<file path="src/rtl/sr_sched_pkg.sv">
// Shared types and defaults for the 74HC595 frame scheduler and its serializer.
package sr_sched_pkg;

    typedef enum logic [2:0] {
        StIdle,
        StLoad,
        StShiftLo,
        StShiftHi,
        StLatch
    } sched_state_e;

    localparam int unsigned StageWidth           = 8;
    localparam int unsigned DefaultClkDiv        = 4;
    localparam logic [23:0] DefaultRefreshCycles = 24'd13500000;

    function automatic int unsigned rr_index(input int unsigned base, input int unsigned offset,
                                             input int unsigned n);
        return (base + offset) % n;
    endfunction

endpackage

</file>
<file path="src/rtl/sr_serializer.sv">
// Shifts one snapshot of the shadow frame onto SHCP/DS, MSB of the top stage first,
// then pulses STCP once to latch the whole chain.
module sr_serializer
    import sr_sched_pkg::*;
#(
    parameter int unsigned NUM_REQ = 4,
    parameter int unsigned CLK_DIV = DefaultClkDiv
) (
    input  logic                          clk,
    input  logic                          rst,
    input  logic                          i_start,
    input  logic [StageWidth*NUM_REQ-1:0] i_frame,
    output logic                          o_load,
    output logic                          o_busy,
    output logic                          o_STCP,
    output logic                          o_SHCP,
    output logic                          o_DS
);

    localparam int unsigned FrameBits = StageWidth * NUM_REQ;
    localparam int unsigned BitCntW   = $clog2(FrameBits) + 1;
    localparam int unsigned HalfCntW  = $clog2(CLK_DIV) + 1;
    localparam logic [BitCntW-1:0]  LastBit  = BitCntW'(FrameBits - 1);
    localparam logic [HalfCntW-1:0] LastHalf = HalfCntW'(CLK_DIV - 1);

    sched_state_e          r_state, w_state_d;
    logic [FrameBits-1:0]  r_frame, w_frame_d;
    logic [BitCntW-1:0]    r_bit_cnt, w_bit_cnt_d;
    logic [HalfCntW-1:0]   r_half_cnt, w_half_cnt_d;
    logic                  r_ds, w_ds_d;
    logic                  w_half_done;
    logic                  w_last_bit;

    assign w_half_done = (r_half_cnt == LastHalf);
    assign w_last_bit  = (r_bit_cnt == LastBit);

    always_ff @(posedge clk or posedge rst) begin
        if (rst) begin
            r_state <= StIdle;
        end else begin
            r_state <= w_state_d;
        end
    end

    always_comb begin
        w_state_d = r_state;
        unique case (r_state)
            StIdle:    if (i_start) w_state_d = StLoad;
            StLoad:    w_state_d = StShiftLo;
            StShiftLo: if (w_half_done) w_state_d = StShiftHi;
            StShiftHi: if (w_half_done) w_state_d = w_last_bit ? StLatch : StShiftLo;
            StLatch:   if (w_half_done) w_state_d = StIdle;
            default:   w_state_d = StIdle;
        endcase
    end

    // DS is only reloaded on entry to SHIFT_LO so it stays stable across the SHCP rise.
    always_comb begin
        w_frame_d    = r_frame;
        w_bit_cnt_d  = r_bit_cnt;
        w_half_cnt_d = r_half_cnt;
        w_ds_d       = r_ds;
        unique case (r_state)
            StIdle: begin
                w_bit_cnt_d  = '0;
                w_half_cnt_d = '0;
            end
            StLoad: begin
                w_frame_d    = i_frame;
                w_bit_cnt_d  = '0;
                w_half_cnt_d = '0;
                w_ds_d       = i_frame[FrameBits-1];
            end
            StShiftLo, StLatch: begin
                w_half_cnt_d = w_half_done ? '0 : r_half_cnt + 1'b1;
            end
            StShiftHi: begin
                if (w_half_done) begin
                    w_half_cnt_d = '0;
                    if (!w_last_bit) begin
                        w_bit_cnt_d = r_bit_cnt + 1'b1;
                        w_frame_d   = r_frame << 1;
                        w_ds_d      = r_frame[FrameBits-2];
                    end
                end else begin
                    w_half_cnt_d = r_half_cnt + 1'b1;
                end
            end
            default: begin
                w_half_cnt_d = '0;
            end
        endcase
    end

    always_ff @(posedge clk or posedge rst) begin
        if (rst) begin
            r_frame    <= '0;
            r_bit_cnt  <= '0;
            r_half_cnt <= '0;
            r_ds       <= 1'b0;
        end else begin
            r_frame    <= w_frame_d;
            r_bit_cnt  <= w_bit_cnt_d;
            r_half_cnt <= w_half_cnt_d;
            r_ds       <= w_ds_d;
        end
    end

    always_comb begin
        o_load = (r_state == StLoad);
        o_busy = (r_state != StIdle);
        o_SHCP = (r_state == StShiftHi);
        o_STCP = (r_state == StLatch);
        o_DS   = r_ds;
    end

endmodule

</file>
<file path="src/rtl/sr_frame_scheduler.sv">
// Round-robin byte writers into shadow registers, re-pushed to a 74HC595 chain on change.
// Optional periodic re-push when SR_AUTO_REFRESH_EN is defined.
module sr_frame_scheduler
    import sr_sched_pkg::*;
#(
    parameter int unsigned NUM_REQ        = 4,
    parameter int unsigned CLK_DIV        = DefaultClkDiv,
    parameter logic [23:0] REFRESH_CYCLES = DefaultRefreshCycles
) (
    input  logic                          clk,
    input  logic                          rst,
    input  logic [NUM_REQ-1:0]            i_req,
    input  logic [StageWidth*NUM_REQ-1:0] i_data,
    output logic [NUM_REQ-1:0]            o_ack,
    output logic                          o_busy,
    output logic                          o_STCP,
    output logic                          o_SHCP,
    output logic                          o_DS
);

    localparam int unsigned PtrW = $clog2(NUM_REQ);

    logic [StageWidth*NUM_REQ-1:0] r_shadow;
    logic [NUM_REQ-1:0]            r_ack;
    logic [PtrW-1:0]               r_rr_ptr, w_rr_ptr_d;
    logic                          r_dirty, w_dirty_d;
    logic [NUM_REQ-1:0]            w_req_m;
    logic [NUM_REQ-1:0]            w_grant;
    logic                          w_grant_any;
    logic                          w_load;
    logic                          w_busy;
    logic                          w_refresh;

    // A requester being acked this cycle is still holding req; mask it to avoid a double accept.
    assign w_req_m = i_req & ~r_ack;

    always_comb begin
        logic [PtrW-1:0] cand;
        cand        = '0;
        w_grant     = '0;
        w_grant_any = 1'b0;
        w_rr_ptr_d  = r_rr_ptr;
        for (int unsigned i = 0; i < NUM_REQ; i++) begin
            cand = PtrW'(rr_index(32'(r_rr_ptr), i, NUM_REQ));
            if (!w_grant_any && w_req_m[cand]) begin
                w_grant_any       = 1'b1;
                w_grant[cand]     = 1'b1;
                w_rr_ptr_d        = PtrW'(rr_index(32'(cand), 1, NUM_REQ));
            end
        end
    end

`ifdef SR_AUTO_REFRESH_EN
    logic [23:0] r_idle_cnt;
    logic        w_idle_clean;

    assign w_idle_clean = !w_busy && !r_dirty;
    assign w_refresh    = w_idle_clean && (r_idle_cnt == REFRESH_CYCLES - 24'd1);

    always_ff @(posedge clk or posedge rst) begin
        if (rst) begin
            r_idle_cnt <= '0;
        end else if (w_grant_any || w_refresh) begin
            r_idle_cnt <= '0;
        end else if (w_idle_clean) begin
            r_idle_cnt <= r_idle_cnt + 24'd1;
        end
    end
`else
    assign w_refresh = 1'b0;
    if (REFRESH_CYCLES == 24'd0) begin : g_refresh_unused
    end
`endif

    // A grant in the LOAD cycle must survive the clear so the write reaches the next frame.
    always_comb begin
        w_dirty_d = r_dirty;
        if (w_load) w_dirty_d = 1'b0;
        if (w_refresh || w_grant_any) w_dirty_d = 1'b1;
    end

    always_ff @(posedge clk or posedge rst) begin
        if (rst) begin
            r_shadow <= '0;
            r_ack    <= '0;
            r_rr_ptr <= '0;
            r_dirty  <= 1'b1;
        end else begin
            for (int k = 0; k < NUM_REQ; k++) begin
                if (w_grant[k]) r_shadow[k*StageWidth +: StageWidth] <= i_data[k*StageWidth +: StageWidth];
            end
            r_ack    <= w_grant;
            r_rr_ptr <= w_rr_ptr_d;
            r_dirty  <= w_dirty_d;
        end
    end

    sr_serializer #(
        .NUM_REQ(NUM_REQ),
        .CLK_DIV(CLK_DIV)
    ) u_serializer (
        .clk    (clk),
        .rst    (rst),
        .i_start(r_dirty),
        .i_frame(r_shadow),
        .o_load (w_load),
        .o_busy (w_busy),
        .o_STCP (o_STCP),
        .o_SHCP (o_SHCP),
        .o_DS   (o_DS)
    );

    assign o_ack  = r_ack;
    assign o_busy = w_busy;

endmodule

</file>
<file path="config.mk">
export PLATFORM = sky130hd
export DESIGN_NAME = sr_frame_scheduler
export DESIGN_NICKNAME = d
export VERILOG_FILES = /design/src/rtl/sr_sched_pkg.sv /design/src/rtl/sr_serializer.sv /design/src/rtl/sr_frame_scheduler.sv
export SDC_FILE = /design/constraint.sdc
export NUM_CORES = 1
export LEC_CHECK = 0
export ABC_AREA = 1
export BUFFER_PORTS_ARGS = -buffer_cell sky130_fd_sc_hd__buf_2
export CORE_AREA = 4 4 108 110
export CTS_BUF_LIST = sky130_fd_sc_hd__clkbuf_16
export CTS_CLUSTER_DIAMETER = 30
export CTS_CLUSTER_SIZE = 40
export DETAILED_ROUTE_END_ITERATION = 16
export DIE_AREA = 0 0 112 114
export MAX_ROUTING_LAYER = met4
export REMOVE_ABC_BUFFERS = 1
export SETUP_SLACK_MARGIN = 0.5
export SLEW_MARGIN = 30
export SYNTH_ARGS = -nofsm -noshare
export SYNTH_HDL_FRONTEND = slang
export SYNTH_SLANG_ARGS = --single-unit
</file>
<file path="constraint.sdc">
create_clock -name clk -period 2.6 [get_ports clk]
set_clock_uncertainty 0.1 [all_clocks]
set_input_delay 0.13 -clock clk [delete_from_list [all_inputs] [get_ports clk]]
set_output_delay 0.13 -clock clk [all_outputs]
set_load 0.05 [all_outputs]
</file>
### After elaboration in Yosys (flattened, before gate mapping)

Cells that the tools add are included.

| word-level totals | value |
|---|---|
| flip-flop bits (word level) | 83 |
| output and inout bits | 8 |

| operators by class | value |
|---|---|
| add/subtract/negate cells | 8 |
| multiplexer cells | 47 |
| reduce and logical (&&, ||, !) cells | 21 |
| $lt $le $gt $ge | 8 |
| bitwise operators | 5 |
| equal/unequal tests | 11 |

Operator list:

| kind | count |
|---|---|
| 31-bit 2-to-1 mux | 2 |
| 31-bit case mux with 2 select lines | 1 |
| 3-bit 2-to-1 mux | 7 |
| 1-bit 2-to-1 mux | 16 |
| 4-bit 2-to-1 mux | 4 |
| 3-bit case mux with 5 select lines | 1 |
| 2-bit by 3-bit < comparator with 1-bit output (second input constant) | 4 |
| 6-bit 2-to-1 mux | 2 |
| 4-bit bitwise OR | 3 |
| 6-bit case mux with 2 select lines | 1 |
| 3-bit by 2-bit equality test with 1-bit output (second input constant) | 3 |
| 2-bit by 1-bit adder with 2-bit output (second input constant) | 4 |
| 1-bit binary-select mux with 2-bit select | 4 |
| 1-bit demux with 2-bit select | 4 |
| 2-bit by 1-bit greater-or-equal comparator with 1-bit output (second input constant) | 4 |
| 2-bit 2-to-1 mux | 4 |
| 1-bit logical AND | 7 |
| 6-bit by 1-bit adder with 6-bit output (second input constant) | 1 |
| 6-bit by 5-bit equality test with 1-bit output (second input constant) | 1 |
| 2-bit by 1-bit inequality test with 1-bit output (second input constant) | 3 |
| 3-bit AND reduction | 2 |
| 2-bit nonzero test | 3 |
| 2-bit adder (second input constant) | 2 |
| 4-bit AND | 1 |
| 13 further kinds | 16 |

### Longest topological paths before layout

| depth | value |
|---|---|
| depth in word-level cells | 15 |
| depth in mapped cells | 11 |
| mapped depth without buffers | 11 |

### Hierarchy

Synthesis repeated with hierarchy kept, for this count alone.

| unflattened totals | value |
|---|---|
| cells, all modules | 560 |
| area total of the unflattened synthesis | 4356.7 µm² |

By module, submodules not included:

| module | instances | cells each | area an instance (µm²) |
|---|---|---|---|
| sr_serializer | 1 | 330 | 2301.0 |
| sr_frame_scheduler | 1 | 230 | 2055.7 |

### Least setup slack after synthesis

Ideal clock, no wire load.

| timing | value |
|---|---|
| kind | reg2reg |
| from | reg r_rr_ptr[0] |
| to | reg r_shadow[0] |
| path buffers | 0 |
| setup time | 66 ps |
| stages on the path, launching flop included | 12 |
| data required time | 2434 ps |
| clock period less this slack | 2051 ps |
| path slack | 549 ps |
| arrival time | 1885 ps |
| cells stage by stage | dfrtp_1 inv_2 ha_1 inv_1 nand3_1 nand2_1 nand3_4 nor2_8 nand2_4 nand2_4 nand2_1 nand2_1 |

| between the ends | value |
|---|---|
| longest elaborated chain between the ends | 12 |
| elaborated cells between the ends (all ways) | 47 |

RTL lines:

| item | line | source |
|---|---|---|
| start: declaration | sr_frame_scheduler.sv:25 | `logic [PtrW-1:0] r_rr_ptr, w_rr_ptr_d;` |
| start signal: assignment | sr_frame_scheduler.sv:93 | `r_rr_ptr <= w_rr_ptr_d;` |
| parallel branches: the longest is 11 deep, another holds 2-bit by 3-bit < comparator with 1-bit output | n/a |  |
| 4-bit 2-to-1 mux (*) | sr_frame_scheduler.sv:45 | `if (!w_grant_any && w_req_m[cand]) begin` |
| via w_grant[0] | sr_frame_scheduler.sv:28 | `logic [NUM_REQ-1:0] w_grant;` |
| end signal: indexed assignment | sr_frame_scheduler.sv:90 | `if (w_grant[k]) r_shadow[k*StageWidth +: StageWidth] <= i_data[k*StageWidth +: StageWidth];` |
| end: declaration | sr_frame_scheduler.sv:23 | `logic [StageWidth*NUM_REQ-1:0] r_shadow;` |

Mark *: on every way through the listed nets, which the timed path passes. The select of a mux whose other input is x is not followed.
A chain may end at the register's enable or synchronous reset.

### Worst setup path in the final report

| timing | value |
|---|---|
| from | reg r_rr_ptr[1] |
| to | reg r_shadow[13] |

The elaborated chain is that of the path after synthesis.

==> impl_metrics.py <==
metrics = {
    "outcome": {
        "status": "complete, no violations",
    },
    "critical_path": {
        "reg2reg_depth": 11,
        "crit_arrival_ns": 2.23,
        "rrSetupSlack_ns": 0.54,
        "critPathCaptureType": "flop",
        "worstPathMaxFanout": 9,
        "r2r-end": "r_shadow[13]",
        "path_class": "reg -> reg",
        "r2r-start": "r_rr_ptr[1]",
        "cp.required_ns": 2.77,
        "crit_start": "r_rr_ptr[1]",
        "startpoint_type": "flop",
    },
    "timing": {
        "report.final.slew_viol_count": 0,
        "period_needed_ns": 2.06,
        "final.setup.tns_ns": 0,
        "rsz0062_at_grt": "true",
        "post-route-period-util_pct": 79.2,
        "worst_pin_slew_ns": 0.398,
        "fmax_mhz": 485,
        "relSlewSlack_pct": 73.2,
        "hold_violations": 0,
        "finalSetupViolCount": 0,
        "worst_slack_ns": 0.540,
    },
    "power": {
        "seq_power_share_pct": 33.8,
        "p_sw_mw": 2.24,
        "pwr-share-clk_pct": 22.2,
        "p_comb_share_pct": 44.0,
        "vdd_drop_max_v": 0.000530,
        "finalPower_mw": 5.32,
        "leakage_nw": 2.75,
        "netSwitchingFraction_pct": 42.1,
        "p_per_area_nw_per_um2": 991,
        "internal_power_mw": 3.08,
    },
    "logic_synthesis": {
        "synth_warnings": 0,
        "synthSimpleGateAreaFrac_pct": 27.3,
        "synth_cells": 487,
        "ys_seq_elements": 83,
        "synth_cell_types": 31,
        "synth_fa_ha_area_share_pct": 2.96,
        "synthMuxAreaShare_pct": 0,
        "avgSynthCellArea_sq_um": 8.67,
        "synth_compound_area_share_pct": 12.6,
        "synthesis.area_sq_um": 4220,
        "seq_area_frac_synth_pct": 49.2,
        "synth_top_family_by_area": "simple AND/OR/NAND/NOR gates",
        "synth-xor-area-share_pct": 0.415,
    },
    "clock_tree": {
        "cts_tree": "done",
        "clk_latency_ns": 0.33,
        "path_clk_slew_ns": 0.06,
        "cts_buffer_depth": 2,
        "clkSinkCount": 83,
        "htreeDepth": 3,
        "root_buffer": "clkbuf_16",
        "cts-buffers-inserted": 9,
    },
    "placement": {
        "io_buffers": 45,
        "placed_cell_area_sq_um": 4630,
        "place_ws_ns": 0.213,
        "dp_hpwl_um": 6060,
        "routabilityCongestion": 0.885,
    },
    "layout": {
        "antenna_cells": 0,
        "final_common_cell": "nand2_1",
        "drive_gt1_share_pct": 22.1,
        "fillCellCount": 1012,
        "fin_area_sq_um": 5370,
        "final_core_util_pct": 50.2,
        "final_cell_mix": "132 x nand2_1, 80 x dfrtp_1, 55 x inv_1",
        "syn_to_final_growth_pct": 27.2,
        "fin_nets": 628,
    },
    "die": {
        "coreArea_sq_um": 10700,
        "fp.dieH_um": 114,
        "initial_core_util_pct": 39.5,
        "die_area_sq_um": 12800,
        "die_w_um": 112,
        "fp-row-count": 38,
        "boundaryPins": 46,
    },
    "global_route": {
        "grt_pass1_wl_um": 15100,
        "grt_max_degree": 46,
        "grt_util_all_layers_pct": 14.7,
        "grt_overflow": 0,
        "antenna_found_initial": 0,
        "grt_pass1_vias": 3322,
    },
    "routing": {
        "vias": 3429,
        "routed_wl_um": 9160,
        "drtAntennaViolNets": 0,
        "drc": 0,
        "wl_per_cell_um": 12.6,
        "via_per_inst": 4.73,
        "drt_iter0_drc": 145,
        "firstDrtPassIters": 4,
    },
    "job": {
        "cap_violations": 0,
    },
    "worst_hold_path": {
        "hp-class": "in -> async",
    },
}
==> repair_timing <==
| action | 4_1_cts | 5_1_grt |
|---|---|---|
| hold endpoints to repair | 114 | 0 |
| resized for setup | 6 | 9 |
| cloned | 0 | 2 |
| setup endpoints to repair | 37 | 51 |
| hold buffers | 33 | 0 |
| setup buffers | 2 | 7 |
| pin swaps | 1 | 7 |
==> routing by layer <==
metal	GRT usage, %	share of wire, %	up-vias
met2	23.0	47	57
met5	-	0	-
met4	4.57	0.84	0
li1	-	-	1786
met1	19.3	49	1580
met3	3.18	3.4	6
==> cells in the mapped netlist, drive strengths merged <==
cell | count | area share (%)
xor2 | 2 | 0.41
o31ai | 3 | 0.53
a21oi | 9 | 1.2
dfrtp | 82 | 49
ha | 10 | 3.0
nand2 | 144 | 14
o21a | 1 | 0.18
dfstp | 1 | 0.62
nor3 | 4 | 0.59
inv | 62 | 5.5
o211ai | 30 | 5.3
nor2 | 24 | 3.6
nor3b | 1 | 0.18
o21ai | 42 | 5.4
buf | 10 | 1.6
nand3 | 57 | 8.4
clkbuf | 4 | 0.36
nand4 | 1 | 0.15
==> power groups by stage <==
stage	clock (mW)	combinational [mW]	sequential (mW)
floorplan	0	1.59	1.86
global placement	0	2.04	1.85
detailed placement	0	2.07	1.85
CTS	1.21	2.19	1.80
global route	1.26	2.62	1.84
finish	1.18	2.34	1.80
==> worst max-delay path: stages (launching register included) <==
cell and delay [ns]:
dfrtp_2 0.43, inv_4 0.09, ha_1 0.26, inv_2 0.12, nand3_1 0.11, nand2_2 0.13, nand3_4 0.12, nor2_8 0.23
nand2_4 0.13, nand2_4 0.13, nand2_1 0.07, nand2_1 0.06
==> how the worst max path moves through the flow <==
stage          cells after the start                       end
6_report                          11              r_shadow[13]
5_1_grt                           11              r_shadow[21]
4_1_cts                           11               r_shadow[1]
3_5_place_dp                      11               r_shadow[1]
3_3_place_gp                      11               r_shadow[1]
2_1_floorplan                      8  u_serializer.r_frame[10]
==> per-stage QoR <==
stage               instances  hold WS (ns)
floorplan                 473         0.140
global placement          665       -0.0605
detailed placement        665       -0.0599
CTS                       716         0.131
global route              725         0.158
finish                    725         0.134
==> area by class of cell <==
| cell class | count | area, sq um | area share, % |
|---|---|---|---|
| clock buffer | 9 | 225 | 4.19 |
| sequential | 83 | 2080 | 38.7 |
| multi-input combinational | 330 | 1900 | 35.3 |
| timing repair buffer | 94 | 704 | 13.1 |
| clock inverter | 7 | 51.3 | 0.955 |
| tap | 140 | 175 | 3.26 |
| inverter | 62 | 236 | 4.40 |
==> kinds of logic (layout without fill, tap and decap cells) <==
group / after synthesis / count (layout)
AO/OA/AOI/OAI: 85 / 85
XOR/XNOR: 2 / 2
adder cells (fa/ha/maj): 10 / 10
buffers and inverters: 76 / 172
flip-flops: 83 / 83
AND/OR/NAND/NOR: 231 / 233
==> registers in the layout, indices dropped and copies added (netlist names) <==
signal,flops
o_ack,4
r_dirty,1
r_rr_ptr,2
r_shadow,32
u_serializer.o_DS,1
u_serializer.r_bit_cnt,6
u_serializer.r_frame,31
u_serializer.r_half_cnt,3
u_serializer.r_state,3
No activity file was read; power rests on OpenSTA's default activity.
